## src/rtl/clock_switch_ctrl_pkg.sv

```systemverilog
// Shared encodings for the core/io clock-switch sequencer.
package clock_switch_ctrl_pkg;

  typedef enum logic [1:0] {
    ST_IDLE   = 2'd0,
    ST_GATE   = 2'd1,
    ST_SWAP   = 2'd2,
    ST_UNGATE = 2'd3
  } state_t;

  localparam logic SEL_CORE = 1'b0;
  localparam logic SEL_IO   = 1'b1;

endpackage

```

## src/rtl/clock_switch_ctrl_presence_det.sv

```systemverilog
// io_clock presence detector: synchronises io_clock_raw, counts its rising edges per
// fixed core_clock window and reports whether enough edges were seen in the last window.
module clk_presence_det #(
  parameter int DET_WINDOW = 64,
  parameter int MIN_EDGES  = 4
) (
  input  logic core_clock,
  input  logic core_reset,
  input  logic io_clock_raw,
  output logic io_clk_ok
);

  localparam int WIN_W  = (DET_WINDOW > 1) ? $clog2(DET_WINDOW) : 1;
  localparam int EDGE_W = $clog2(MIN_EDGES + 1);
  localparam logic [WIN_W-1:0]  WIN_LAST = WIN_W'(DET_WINDOW - 1);
  localparam logic [EDGE_W-1:0] EDGE_MAX = EDGE_W'(MIN_EDGES);

  logic              r_sync1;
  logic              r_sync2;
  logic              r_edge_q;
  logic [WIN_W-1:0]  r_win_cnt;
  logic [EDGE_W-1:0] r_edge_cnt;
  logic              r_ok;
  logic              w_rise;
  logic              w_wrap;

  assign w_rise    = r_sync2 & ~r_edge_q;
  assign w_wrap    = (r_win_cnt == WIN_LAST);
  assign io_clk_ok = r_ok;

  always_ff @(posedge core_clock) begin
    if (core_reset) begin
      r_sync1  <= 1'b0;
      r_sync2  <= 1'b0;
      r_edge_q <= 1'b0;
    end else begin
      r_sync1  <= io_clock_raw;
      r_sync2  <= r_sync1;
      r_edge_q <= r_sync2;
    end
  end

  // An edge landing on the wrap cycle is credited to the window that starts there.
  always_ff @(posedge core_clock) begin
    if (core_reset) begin
      r_win_cnt  <= '0;
      r_edge_cnt <= '0;
      r_ok       <= 1'b0;
    end else if (w_wrap) begin
      r_win_cnt  <= '0;
      r_ok       <= (r_edge_cnt >= EDGE_MAX);
      r_edge_cnt <= w_rise ? EDGE_W'(1) : '0;
    end else begin
      r_win_cnt <= r_win_cnt + 1'b1;
      if (w_rise && (r_edge_cnt < EDGE_MAX)) begin
        r_edge_cnt <= r_edge_cnt + 1'b1;
      end
    end
  end

endmodule

```

## src/rtl/clock_switch_ctrl.sv

```systemverilog
// Glitch-free core/io clock mux sequencer: gate, settle, flip select, settle, ungate.
// Refuses switches to a dead io_clock and falls back to core_clock when io_clock stops.
module clock_switch_ctrl
  import clock_switch_ctrl_pkg::*;
#(
  parameter int SETTLE_CYCLES = 4,
  parameter int DET_WINDOW    = 64,
  parameter int MIN_EDGES     = 4
) (
  input  logic core_clock,
  input  logic core_reset,
  input  logic sel_req,
  input  logic io_clock_raw,
  input  logic err_clr,
  output logic sel_out,
  output logic clk_en,
  output logic busy,
  output logic io_clk_ok,
  output logic switch_err
);

  localparam int CNT_W = (SETTLE_CYCLES > 1) ? $clog2(SETTLE_CYCLES) : 1;
  localparam logic [CNT_W-1:0] SETTLE_LAST = CNT_W'(SETTLE_CYCLES - 1);

  state_t           r_state;
  state_t           w_state_nxt;
  logic [CNT_W-1:0] r_cnt;
  logic [CNT_W-1:0] w_cnt_nxt;
  logic             r_sel_req_q;
  logic             r_target;
  logic             w_target_nxt;
  logic             r_sel_out;
  logic             w_sel_nxt;
  logic             r_clk_en;
  logic             w_clk_en_nxt;
  logic             r_busy;
  logic             w_busy_nxt;
  logic             r_switch_err;
  logic             w_err_set;
  logic             w_err_nxt;
  logic             w_io_ok;

  clk_presence_det #(
    .DET_WINDOW (DET_WINDOW),
    .MIN_EDGES  (MIN_EDGES)
  ) u_presence (
    .core_clock   (core_clock),
    .core_reset   (core_reset),
    .io_clock_raw (io_clock_raw),
    .io_clk_ok    (w_io_ok)
  );

  assign sel_out    = r_sel_out;
  assign clk_en     = r_clk_en;
  assign busy       = r_busy;
  assign io_clk_ok  = w_io_ok;
  assign switch_err = r_switch_err;

  always_ff @(posedge core_clock) begin
    if (core_reset) begin
      r_sel_req_q  <= SEL_CORE;
      r_state      <= ST_IDLE;
      r_cnt        <= '0;
      r_target     <= SEL_CORE;
      r_sel_out    <= SEL_CORE;
      r_clk_en     <= 1'b1;
      r_busy       <= 1'b0;
      r_switch_err <= 1'b0;
    end else begin
      r_sel_req_q  <= sel_req;
      r_state      <= w_state_nxt;
      r_cnt        <= w_cnt_nxt;
      r_target     <= w_target_nxt;
      r_sel_out    <= w_sel_nxt;
      r_clk_en     <= w_clk_en_nxt;
      r_busy       <= w_busy_nxt;
      r_switch_err <= w_err_nxt;
    end
  end

  always_comb begin
    w_state_nxt  = r_state;
    w_cnt_nxt    = r_cnt;
    w_target_nxt = r_target;
    w_sel_nxt    = r_sel_out;
    w_err_set    = 1'b0;
    case (r_state)
      ST_IDLE: begin
        if (r_sel_req_q != r_sel_out) begin
          if ((r_sel_req_q == SEL_IO) && !w_io_ok) begin
            w_err_set = 1'b1;
          end else begin
            w_state_nxt  = ST_GATE;
            w_target_nxt = r_sel_req_q;
            w_cnt_nxt    = SETTLE_LAST;
          end
        end else if ((r_sel_out == SEL_IO) && !w_io_ok) begin
          w_state_nxt  = ST_GATE;
          w_target_nxt = SEL_CORE;
          w_cnt_nxt    = SETTLE_LAST;
          w_err_set    = 1'b1;
        end
      end
      ST_GATE: begin
        // Losing io_clock while still gated redirects the switch back to core.
        if ((r_target == SEL_IO) && !w_io_ok) begin
          w_target_nxt = SEL_CORE;
        end
        if (r_cnt == '0) begin
          w_state_nxt = ST_SWAP;
          w_sel_nxt   = w_target_nxt;
          w_cnt_nxt   = SETTLE_LAST;
        end else begin
          w_cnt_nxt = r_cnt - 1'b1;
        end
      end
      ST_SWAP: begin
        if (r_cnt == '0) begin
          w_state_nxt = ST_UNGATE;
        end else begin
          w_cnt_nxt = r_cnt - 1'b1;
        end
      end
      ST_UNGATE: w_state_nxt = ST_IDLE;
      default:   w_state_nxt = ST_IDLE;
    endcase
  end

  always_comb begin
    w_clk_en_nxt = !((w_state_nxt == ST_GATE) || (w_state_nxt == ST_SWAP));
    w_busy_nxt   = (w_state_nxt != ST_IDLE);
    w_err_nxt    = w_err_set | (r_switch_err & ~err_clr);
  end

endmodule

```

## config.mk

```make
export PLATFORM = sky130hd
export DESIGN_NAME = clock_switch_ctrl
export DESIGN_NICKNAME = d
export VERILOG_FILES = /design/src/rtl/clock_switch_ctrl_pkg.sv /design/src/rtl/clock_switch_ctrl_presence_det.sv /design/src/rtl/clock_switch_ctrl.sv
export SDC_FILE = /design/constraint.sdc
export NUM_CORES = 1
export LEC_CHECK = 0
export ABC_AREA = 1
export BUFFER_PORTS_ARGS = -buffer_cell sky130_fd_sc_hd__buf_2
export CORE_MARGIN = 4
export CORE_UTILIZATION = 50
export DETAILED_ROUTE_END_ITERATION = 8
export GPL_TIMING_DRIVEN = 1
export PLACE_DENSITY = 0.71
export SKIP_LAST_GASP = 1
export SLEW_MARGIN = 25
export SYNTH_ARGS = -nofsm -noshare
export SYNTH_HDL_FRONTEND = slang
export SYNTH_HIERARCHICAL = 1
export SYNTH_SLANG_ARGS = --single-unit
```

## constraint.sdc

```tcl
create_clock -name core_clock -period 1.45 [get_ports core_clock]
set_input_delay 0.29 -clock core_clock [delete_from_list [all_inputs] [get_ports core_clock]]
set_output_delay 0.29 -clock core_clock [all_outputs]
set_load 0.02 [all_outputs]
```

* Word level (Yosys, flattened, before mapping)
Index checks and enable logic that the tools add are counted.
** Word-level totals
- Flip-flop bits (word level) :: 23
- Bits in latches :: 0
- RAM bits :: 0
- ROM bits :: 0
- Bits of input ports :: 5
- Word-level logic and storage cells :: 75
- Memories kept :: 0
** Cells by class
- $add $sub $neg :: 3
- Multiply operators :: 0
- Div/mod/pow operators :: 0
- Order comparisons :: 2
- Equality and inequality tests :: 10
- Shift operators :: 0
- Muxes and demuxes :: 24
- Bitwise logic cells :: 5
- Reductions and logical operators :: 17
** Operator list (count)
- two-way mux 2 bit :: 10
- two-way mux 1 bit :: 9
- one-hot mux 2 bit (4 select lines) :: 1
- adder 6 x 1 -> 6 bit, second input constant :: 1
- == test 2 bit, second input constant :: 3
- == test 6 bit, second input constant :: 1
- two-way mux 3 bit :: 2
- inequality test 3 bit, second input constant :: 2
- one-hot mux 2 bit (3 select lines) :: 1
- nonzero test 2 bit :: 3
- == test 2 x 1 -> 1 bit, second input constant :: 2
- logical AND 1 bit :: 4
- zero test 2 bit :: 2
- AND reduction 4 bit :: 1
- adder 3 x 1 -> 3 bit, second input constant :: 1
- greater-or-equal comparator 3 bit, second input constant :: 1
- < comparator 3 bit, second input constant :: 1
- AND reduction 3 bit :: 1
- nonzero test 3 bit :: 1
- bitwise AND 1 bit :: 2
- zero test 1 bit :: 2
- inequality test 2 bit, second input constant :: 1
- inverter 1 bit :: 2
- one-hot mux 1 bit (2 select lines) :: 1
- other kinds (6) :: 6

* Logic depth before layout (Yosys ltp)
Gate-level depths: netlist of run 1.
- Depth in word-level cells :: 8
- Mapped depth :: 9
- Gate-level depth less buffers :: 9

* Cells and area by module
The synthesis of run 1 kept the hierarchy.
** By module, submodules not included
- clock_switch_ctrl :: times used 1, cells an instance 82, area each 618.1 um^2, seq. area each 200.2 um^2
- clk_presence_det :: times used 1, cells an instance 68, area each 554.3 um^2, seq. area each 260.2 um^2

* Worst setup path after synthesis of run 1
No wires, ideal clock.
- Kind :: reg2reg
- From :: reg r_sel_out, in the netlist sel_out
- To :: reg r_clk_en, in the netlist clk_en
- Library setup time :: 0.116 ns
- Arrival :: 1.493 ns
- Data required time :: 1.334 ns
- Path slack :: -0.159 ns
- Cell stages (with the launch flop) :: 8
- Buffers on the path :: 0
- Period minus slack after synthesis :: 1.609 ns
- Path through :: dfxtp_1 inv_1 ha_1 nand3_2 nand4_1 o21ai_1 ha_1 nand2_1
** Between the ends
- Word-level cells in the longest chain between the ends :: 7
** Ends and longest elaborated chain
- from (decl) :: line clock_switch_ctrl.sv:32 : logic r_sel_out;
- from (signal assigned) :: line clock_switch_ctrl.sv:74 : r_sel_out <= w_sel_nxt;
- logical AND 1 bit :: line clock_switch_ctrl.sv:97 : end else if ((r_sel_out == SEL_IO) && !w_io_ok) begin
- two-way mux 2 bit :: line clock_switch_ctrl.sv:97
- two-way mux 2 bit (*) :: line clock_switch_ctrl.sv:89 : if (r_sel_req_q != r_sel_out) begin
- one-hot mux 2 bit (4 select lines) (*) :: line clock_switch_ctrl.sv:87 : case (r_state)
- == test 2 x 1 -> 1 bit / == test 2 bit (equally long branches) :: line clock_switch_ctrl.sv:130 : w_clk_en_nxt = !((w_state_nxt == ST_GATE) || (w_state_nxt == ST_SWAP));
- logical OR 1 bit (*) :: line clock_switch_ctrl.sv:130
- zero test 1 bit (*) :: line clock_switch_ctrl.sv:130
- to (signal assigned) :: line clock_switch_ctrl.sv:75 : r_clk_en <= w_clk_en_nxt;
- to (decl) :: line clock_switch_ctrl.sv:34 : logic r_clk_en;
Mark *: on every way between the ends. The rest lies on a longest branch, timed or not.
A chain may end at the register's enable or synchronous reset.

* Worst setup path after layout of run 1
- From :: reg r_cnt[0]
- To :: reg r_clk_en, in the netlist clk_en
** Between the ends
- Word-level cells in the longest chain between the ends :: 6
** Ends and longest elaborated chain
- from (decl) :: line clock_switch_ctrl.sv:27 : logic [CNT_W-1:0] r_cnt;
- from (signal assigned) :: line clock_switch_ctrl.sv:72 : r_cnt <= w_cnt_nxt;
- zero test 2 bit (*) :: line clock_switch_ctrl.sv:109, clock_switch_ctrl.sv:118
- two-way mux 2 bit (on tied branches) :: line clock_switch_ctrl.sv:118, clock_switch_ctrl.sv:109
- one-hot mux 2 bit (4 select lines) (*) :: line clock_switch_ctrl.sv:87
- == test 2 x 1 -> 1 bit / == test 2 bit (equally long branches) :: line clock_switch_ctrl.sv:130
- logical OR 1 bit (*) :: line clock_switch_ctrl.sv:130
- zero test 1 bit (*) :: line clock_switch_ctrl.sv:130
Marks and branches as above.

==> flow_metrics.py, run 1 <==
metrics = {
    "outcome": {
        "status": "completed",
    },
    "clock_network": {
        "cts-htree-levels": 1,
        "cts_hold_buf": 0,
        "cts_tree": "yes",
        "numCtsBuffers": 3,
        "clk_pin_slew_ns": 0.12,
        "cts.path.max_buffers": 2,
        "clk_latency_ns": 0.31,
        "numClockSinks": 23,
        "clockRootBuffer": "clkbuf_4",
    },
    "timing": {
        "timing.fmax_mhz": 690,
        "max_slew_margin_pct": 79.9,
        "slew_viol_final": 0,
        "hold_viol_final": 0,
        "period_share_pct": 100,
        "fin_skew_ns": 0.000639,
        "finalCriticalPeriod_ns": 1.45,
        "setup_viol": 0,
        "tightestPinTransition_ns": 0.301,
    },
    "logic_synthesis": {
        "synthMostInstantiatedCell": "inv_1",
        "syn_inst": 150,
        "avgSynthCellArea_um2": 7.82,
        "synth_top_area_share_pct": 39.3,
        "synth-edff-count": 0,
        "synth_nets": 166,
        "ys_types": 22,
        "yosys-top-cells-count": "26 x inv_1, 23 x dfxtp_1, 23 x nand2_1, 22 x nor2_1, 11 x ha_1",
        "synth_area_um2": 1170,
        "ys_async_sr_fraction_pct": 0,
        "synth.area.top_cells": "dfxtp_1 39%, ha_1 12%, inv_1 8.3%",
        "synth_ff_type": "dfxtp_1",
        "synth_top_area_cell": "dfxtp_1",
        "synth_seq_cells": 23,
        "yosys_warnings": 6,
        "yosysSeqAreaShare_pct": 39.3,
    },
    "hold_path": {
        "worstHoldEndpoint": "u_presence/r_sync1",
        "whs_path_depth": 3,
        "hp-class": "input port to register",
        "min_from": "io_clock_raw",
    },
    "drt": {
        "postRouteAntennaNets": 0,
        "viasPerCell": 4.79,
        "wl_um": 2010,
        "first_iter_violations": 35,
        "post-route-drc-count": 0,
        "wl_per_cell_um": 10.1,
        "dr.pass1.iters": 4,
        "num_vias": 954,
    },
    "global_routing": {
        "grt_pass1_wl_um": 3270,
        "antenna_found_initial": 0,
        "grt_pass1_vias": 797,
        "grt_overflow_total": 0,
        "gr-usage-all-layers_pct": 12.8,
        "grt_max_degree": 15,
    },
    "finish": {
        "layout-drive-gt1-share_pct": 32.2,
        "diodes": 0,
        "instances_no_fill": 199,
        "synthToLayoutAreaGrowth_pct": 18.5,
        "final_nets": 188,
    },
    "die": {
        "ios": 10,
        "core_area_um2": 2210,
        "die_h_um": 56.4,
        "fp.dieW_um": 56.4,
        "initial_core_util_pct": 53.0,
        "die_area_um2": 3180,
        "row_count": 17,
    },
    "placement": {
        "placed_cells": 194,
        "dp_hpwl_um": 1490,
        "place.gp.congestion": 0.880,
        "portBuffers": 9,
    },
    "power_and_ir_drop": {
        "p_per_area_nw_per_um2": 1720,
        "total_power_mw": 2.40,
        "seq_power_share_pct": 34.5,
        "pwr-share-comb_pct": 52.9,
        "power.leakage_nw": 0.659,
        "vdd_ir_drop_max_mv": 1.23,
        "sw_frac_of_total_pct": 39.9,
        "netSwitchingPower_uw": 955,
        "internal_power_mw": 1.44,
        "clockPowerShare_pct": 12.6,
    },
    "worst_setup_path": {
        "worstSetupPathType": "register to register",
        "required_ns": 1.67,
        "startpoint": "r_cnt[0]",
        "worstReg2RegStart": "r_cnt[0]",
        "worstPathArrival_ns": 1.67,
        "cp-end-kind": "register",
        "crit_fanout": 3,
        "r2r-end": "clk_en",
        "cp-start-kind": "register",
        "r2r_setup_slack_ns": 0.0002,
        "reg2reg_depth": 8,
    },
    "job": {
        "drv_cap": 0,
    },
}
[area by class of cell]
type / count / area, µm²
timing repair buffer: 18 / 113
sequential: 23 / 468
multi-input combinational: 98 / 639
fill: 188 / 823
inverter: 28 / 105
clock inverter: 1 / 6.26
clock buffer: 3 / 22.5
tap: 28 / 35.0
[critical path, cell delays in order (launching register included)]
cell     delay [ns]
dfxtp_2        0.36
inv_1          0.06
ha_1           0.22
inv_1          0.06
nand2_1        0.06
a21oi_1        0.17
o21ai_2        0.11
ha_4           0.27
nand2_1        0.04
[power groups by stage]
stage / combinational [mW] / sequential (mW) / clock [mW]
floorplan: 0.748 / 0.862 / 0
global placement: 1.08 / 0.821 / 0
detailed placement: 1.09 / 0.827 / 0
CTS: 1.10 / 0.817 / 0.320
global route: 1.42 / 0.840 / 0.345
finish: 1.27 / 0.826 / 0.302
[routing by layer]
| layer | routed length, µm | GRT usage (%) | up-vias | share of wire, % |
|---|---|---|---|---|
| li1 | - | - | 506 | - |
| met2 | 912 | 20.8 | 19 | 45 |
| met3 | 97 | 4.37 | 7 | 4.8 |
| met5 | 0 | 0 | - | 0 |
| met4 | 53 | 5.08 | 0 | 2.6 |
| met1 | 948 | 15.4 | 422 | 47 |
[worst max path at each step]
stage | cells after the start | to | slack (ns)
6_report | 8 | clk_en | 0.0002
5_1_grt | 8 | clk_en | -0.08
4_1_cts | 9 | clk_en | 0.01
3_5_place_dp | 7 | clk_en | 0.03
3_3_place_gp | 7 | clk_en | 0.06
2_1_floorplan | 9 | clk_en | 0.004
[state kept, by name, summed over array words and instances (netlist names)]
name and cells:
r_cnt 2, u_presence/r_win_cnt 6, busy 1, u_presence/r_sync1 1, u_presence/r_edge_q 1, r_state 2
u_presence/r_sync2 1, u_presence/io_clk_ok 1, sel_out 1, r_target 1, switch_err 1, r_sel_req_q 1
clk_en 1, u_presence/r_edge_cnt 3
[through the flow]
stage	hold slack (ns)	setup TNS (ns)	utilization [%]	area (µm²)	setup slack, ns
after floorplan	0.357	0	-	1190	0.00357
after global routing	0.152	-0.0815	62.8	1390	-0.0815
after CTS	0.159	0	60.9	1350	0.0150
after detailed placement	0.396	0	59.6	1320	0.0284
after global placement	0.393	0	59.6	1320	0.0590
final	0.168	0	62.8	1390	0.000191
[cell usage in the layout, fill, tap and decap left out, drive strengths merged]
master,Yosys,final
inv,28,29
nor2,29,29
nand2,28,28
dfxtp,23,23
buf,1,18
ha,11,11
a21oi,10,10
nand3,10,10
o21ai,5,5
clkbuf,0,3
nand4,2,2
xnor2,2,2
a311oi,1,1
[cell families (layout without fill, tap and decap cells)]
family                     after synthesis  after routing  synth area share [%]
AOI/OAI and AO/OA                       16             16                  7.79
xor gates and xnor gates                 2              2                  1.49
adders and majority gates               11             11                  11.7
buffers and inverters                   29             50                  9.93
DFF                                     23             23                  39.3
and+or+nand+nor                         69             69                  29.8
[what timing repair did]
| item | in CTS | in global routing |
|---|---|---|
| setup buffers | 0 | 1 |
| pin swaps | 0 | 2 |
| cloned | 0 | 0 |
| resized for setup | 1 | 11 |
| endpoints found under the setup margin | 1 | 5 |
(Power assumes the default switching activity.)
==> inputs of run 2 (changes only) <==
Settings changed: CORE_UTILIZATION 50 to 51, PLACE_DENSITY 0.71 to 0.73, SLEW_MARGIN 25 to default.
==> run 2 against run 1 <==
Compared with the run above: via count decreased by 0.52%; die area fell by 1.7%; combinational power is 13% higher; worst hold slack worse by 0.014 ns; total power increased by 7.0%; register-to-register slack about the same; critical endpoint unchanged; largest cell class unchanged; largest power group unchanged; highest routed layer unchanged.
==> flow_metrics.py, run 2 (synthesis results as in run 1) <==
metrics = {
    "worst_setup_path": {
        "slowest_delay_ns": 0.38,
        "crit_family": "adder cells",
        "worstPathArrival_ns": 1.65,
        "required_ns": 1.67,
        "crit_chain": "inv_1 -> ha_4 -> nor2_2 -> o21ai_2 -> nand2_4 -> ha_4 -> nand2_2",
        "worstSetupPathType": "register to register",
        "worstReg2RegStart": "r_state[1]",
        "r2r-end": "clk_en",
        "cp-start-kind": "register",
        "cp_common_cell": "ha_4",
        "r2r_setup_slack_ns": 0.01,
        "worst_path_max_delay_cell": "dfxtp_4",
        "cp-end-kind": "register",
        "reg2reg_depth": 7,
        "crit_fanout": 5,
        "crit_buf_inv": 1,
    },
    "finish": {
        "synthToLayoutAreaGrowth_pct": 23.7,
        "final_nets": 189,
        "largest_reg_flops": 6,
        "instances_no_fill": 200,
        "reg_top3": "u_presence/r_win_cnt x6, u_presence/r_edge_cnt x3",
        "diodes": 0,
        "final_cell_mix": "23 x inv_1, 22 x nor2_1, 21 x nand2_1",
        "layout-drive-gt1-share_pct": 33.7,
        "final_common_cell": "inv_1",
        "top_register": "u_presence/r_win_cnt",
    },
    "global_routing": {
        "grt_pass1_wl_um": 3390,
        "gr-usage-all-layers_pct": 13.5,
        "grt_max_degree": 14,
        "grt_overflow_total": 0,
        "grt_pass1_vias": 835,
        "antenna_found_initial": 0,
    },
    "die": {
        "die_h_um": 55.9,
        "ios": 10,
        "die_area_um2": 3130,
        "core_area_um2": 2190,
        "fp.dieW_um": 55.9,
        "row_count": 17,
        "initial_core_util_pct": 53.5,
    },
    "power_and_ir_drop": {
        "total_power_mw": 2.56,
        "power.leakage_nw": 0.677,
        "netSwitchingPower_mw": 1.03,
        "pwr-share-comb_pct": 55.9,
        "clockPowerShare_pct": 11.8,
        "vdd_ir_drop_max_mv": 1.60,
        "p_per_area_nw_per_um2": 1770,
        "sw_frac_of_total_pct": 40.3,
        "internal_power_mw": 1.53,
        "seq_power_share_pct": 32.4,
    },
    "drt": {
        "wl_um": 2130,
        "dr.pass1.iters": 4,
        "wl_per_cell_um": 10.6,
        "postRouteAntennaNets": 0,
        "first_iter_violations": 28,
        "post-route-drc-count": 0,
        "num_vias": 949,
        "viasPerCell": 4.75,
    },
    "placement": {
        "dp_hpwl_um": 1510,
        "place.gp.congestion": 0.860,
        "placed_cells": 194,
        "portBuffers": 9,
    },
    "timing": {
        "setup_viol": 0,
        "tightestPinTransition_ns": 0.296,
        "hold_viol_final": 0,
        "slew_viol_final": 0,
        "finalCriticalPeriod_ns": 1.44,
        "fin_skew_ns": 0.0115,
        "timing.fmax_mhz": 696,
        "max_slew_margin_pct": 80.3,
        "period_share_pct": 99.0,
        "rsz0062_at_grt": "true",
    },
    "clock_network": {
        "clk_pin_slew_ns": 0.13,
        "numClockSinks": 23,
        "cts_hold_buf": 0,
        "cts.path.max_buffers": 2,
        "cts-htree-levels": 1,
        "cts_tree": "yes",
        "clk_latency_ns": 0.32,
        "clockRootBuffer": "clkbuf_4",
        "numCtsBuffers": 3,
    },
    "job": {
        "drv_cap": 0,
    },
    "outcome": {
        "status": "completed",
    },
    "hold_path": {
        "hp-class": "input port to register",
        "min_from": "sel_req",
        "whs_path_depth": 3,
        "worstHoldEndpoint": "r_sel_req_q",
    },
}
run 2: power by group through the flow:
stage	logic [mW]	registers (mW)	clock network (mW)
after floorplan	0.748	0.862	0
after global placement	1.07	0.821	0
after detailed placement	1.10	0.822	0
after CTS	1.11	0.812	0.320
after global routing	1.58	0.843	0.358
final	1.43	0.829	0.301
run 2: final cells by class:
cell class / count / area, µm²
inverters: 28 / 105
flip-flops and latches: 23 / 472
clock inverters: 1 / 5.00
repair buffers: 19 / 133
fillers: 196 / 741
well taps: 28 / 35.0
multi-input cells: 98 / 678
clock buffers: 3 / 22.5
run 2: routing by layer:
metal | up-vias | track usage, % | share of wire [%]
li1 | 506 | - | -
met1 | 425 | 16.9 | 47
met2 | 15 | 22.6 | 48
met3 | 3 | 4.41 | 4.5
met4 | 0 | 3.05 | 0.89
met5 | - | 0 | 0
run 2: worst max path at each step:
| stage | to | depth (start not counted) | from | slack (ns) |
|---|---|---|---|---|
| floorplan | clk_en | 9 | sel_out | 0.004 |
| global placement | clk_en | 7 | r_state[0] | 0.06 |
| detailed placement | r_cnt[0] | 9 | r_state[1] | 0.01 |
| CTS | clk_en | 7 | r_state[0] | 0.01 |
| global route | clk_en | 7 | r_state[1] | -0.05 |
| finish | clk_en | 7 | r_state[1] | 0.01 |
run 2: timing repair:
| item | 4_1_cts | 5_1_grt |
|---|---|---|
| setup endpoints to repair | 1 | 4 |
| pin swaps | 0 | 3 |
| setup buffers | 0 | 2 |
| gates resized for setup | 1 | 19 |
run 2: metrics by stage:
| stage | cell area [µm²] | setup TNS, ns | util, % | hold WS [ns] | worst slack (ns) |
|---|---|---|---|---|---|
| after floorplan | 1190 | 0 | - | 0.357 | 0.00357 |
| after global placement | 1320 | 0 | 60.1 | 0.394 | 0.0565 |
| after detailed placement | 1320 | 0 | 60.1 | 0.401 | 0.0111 |
| after CTS | 1350 | 0 | 61.5 | 0.144 | 0.0139 |
| after global routing | 1450 | -0.0454 | 66.2 | 0.140 | -0.0454 |
| final | 1450 | 0 | 66.2 | 0.154 | 0.0141 |
run 2: worst register-to-register path: cells and delay by family, from the launching register on:
family                     cells  cell delay (ns)
buffers and inverters          1             0.14
and+or+nand+nor                3             0.19
adders and majority gates      2             0.46
DFF                            1             0.38
AOI/OAI and AO/OA              1             0.17
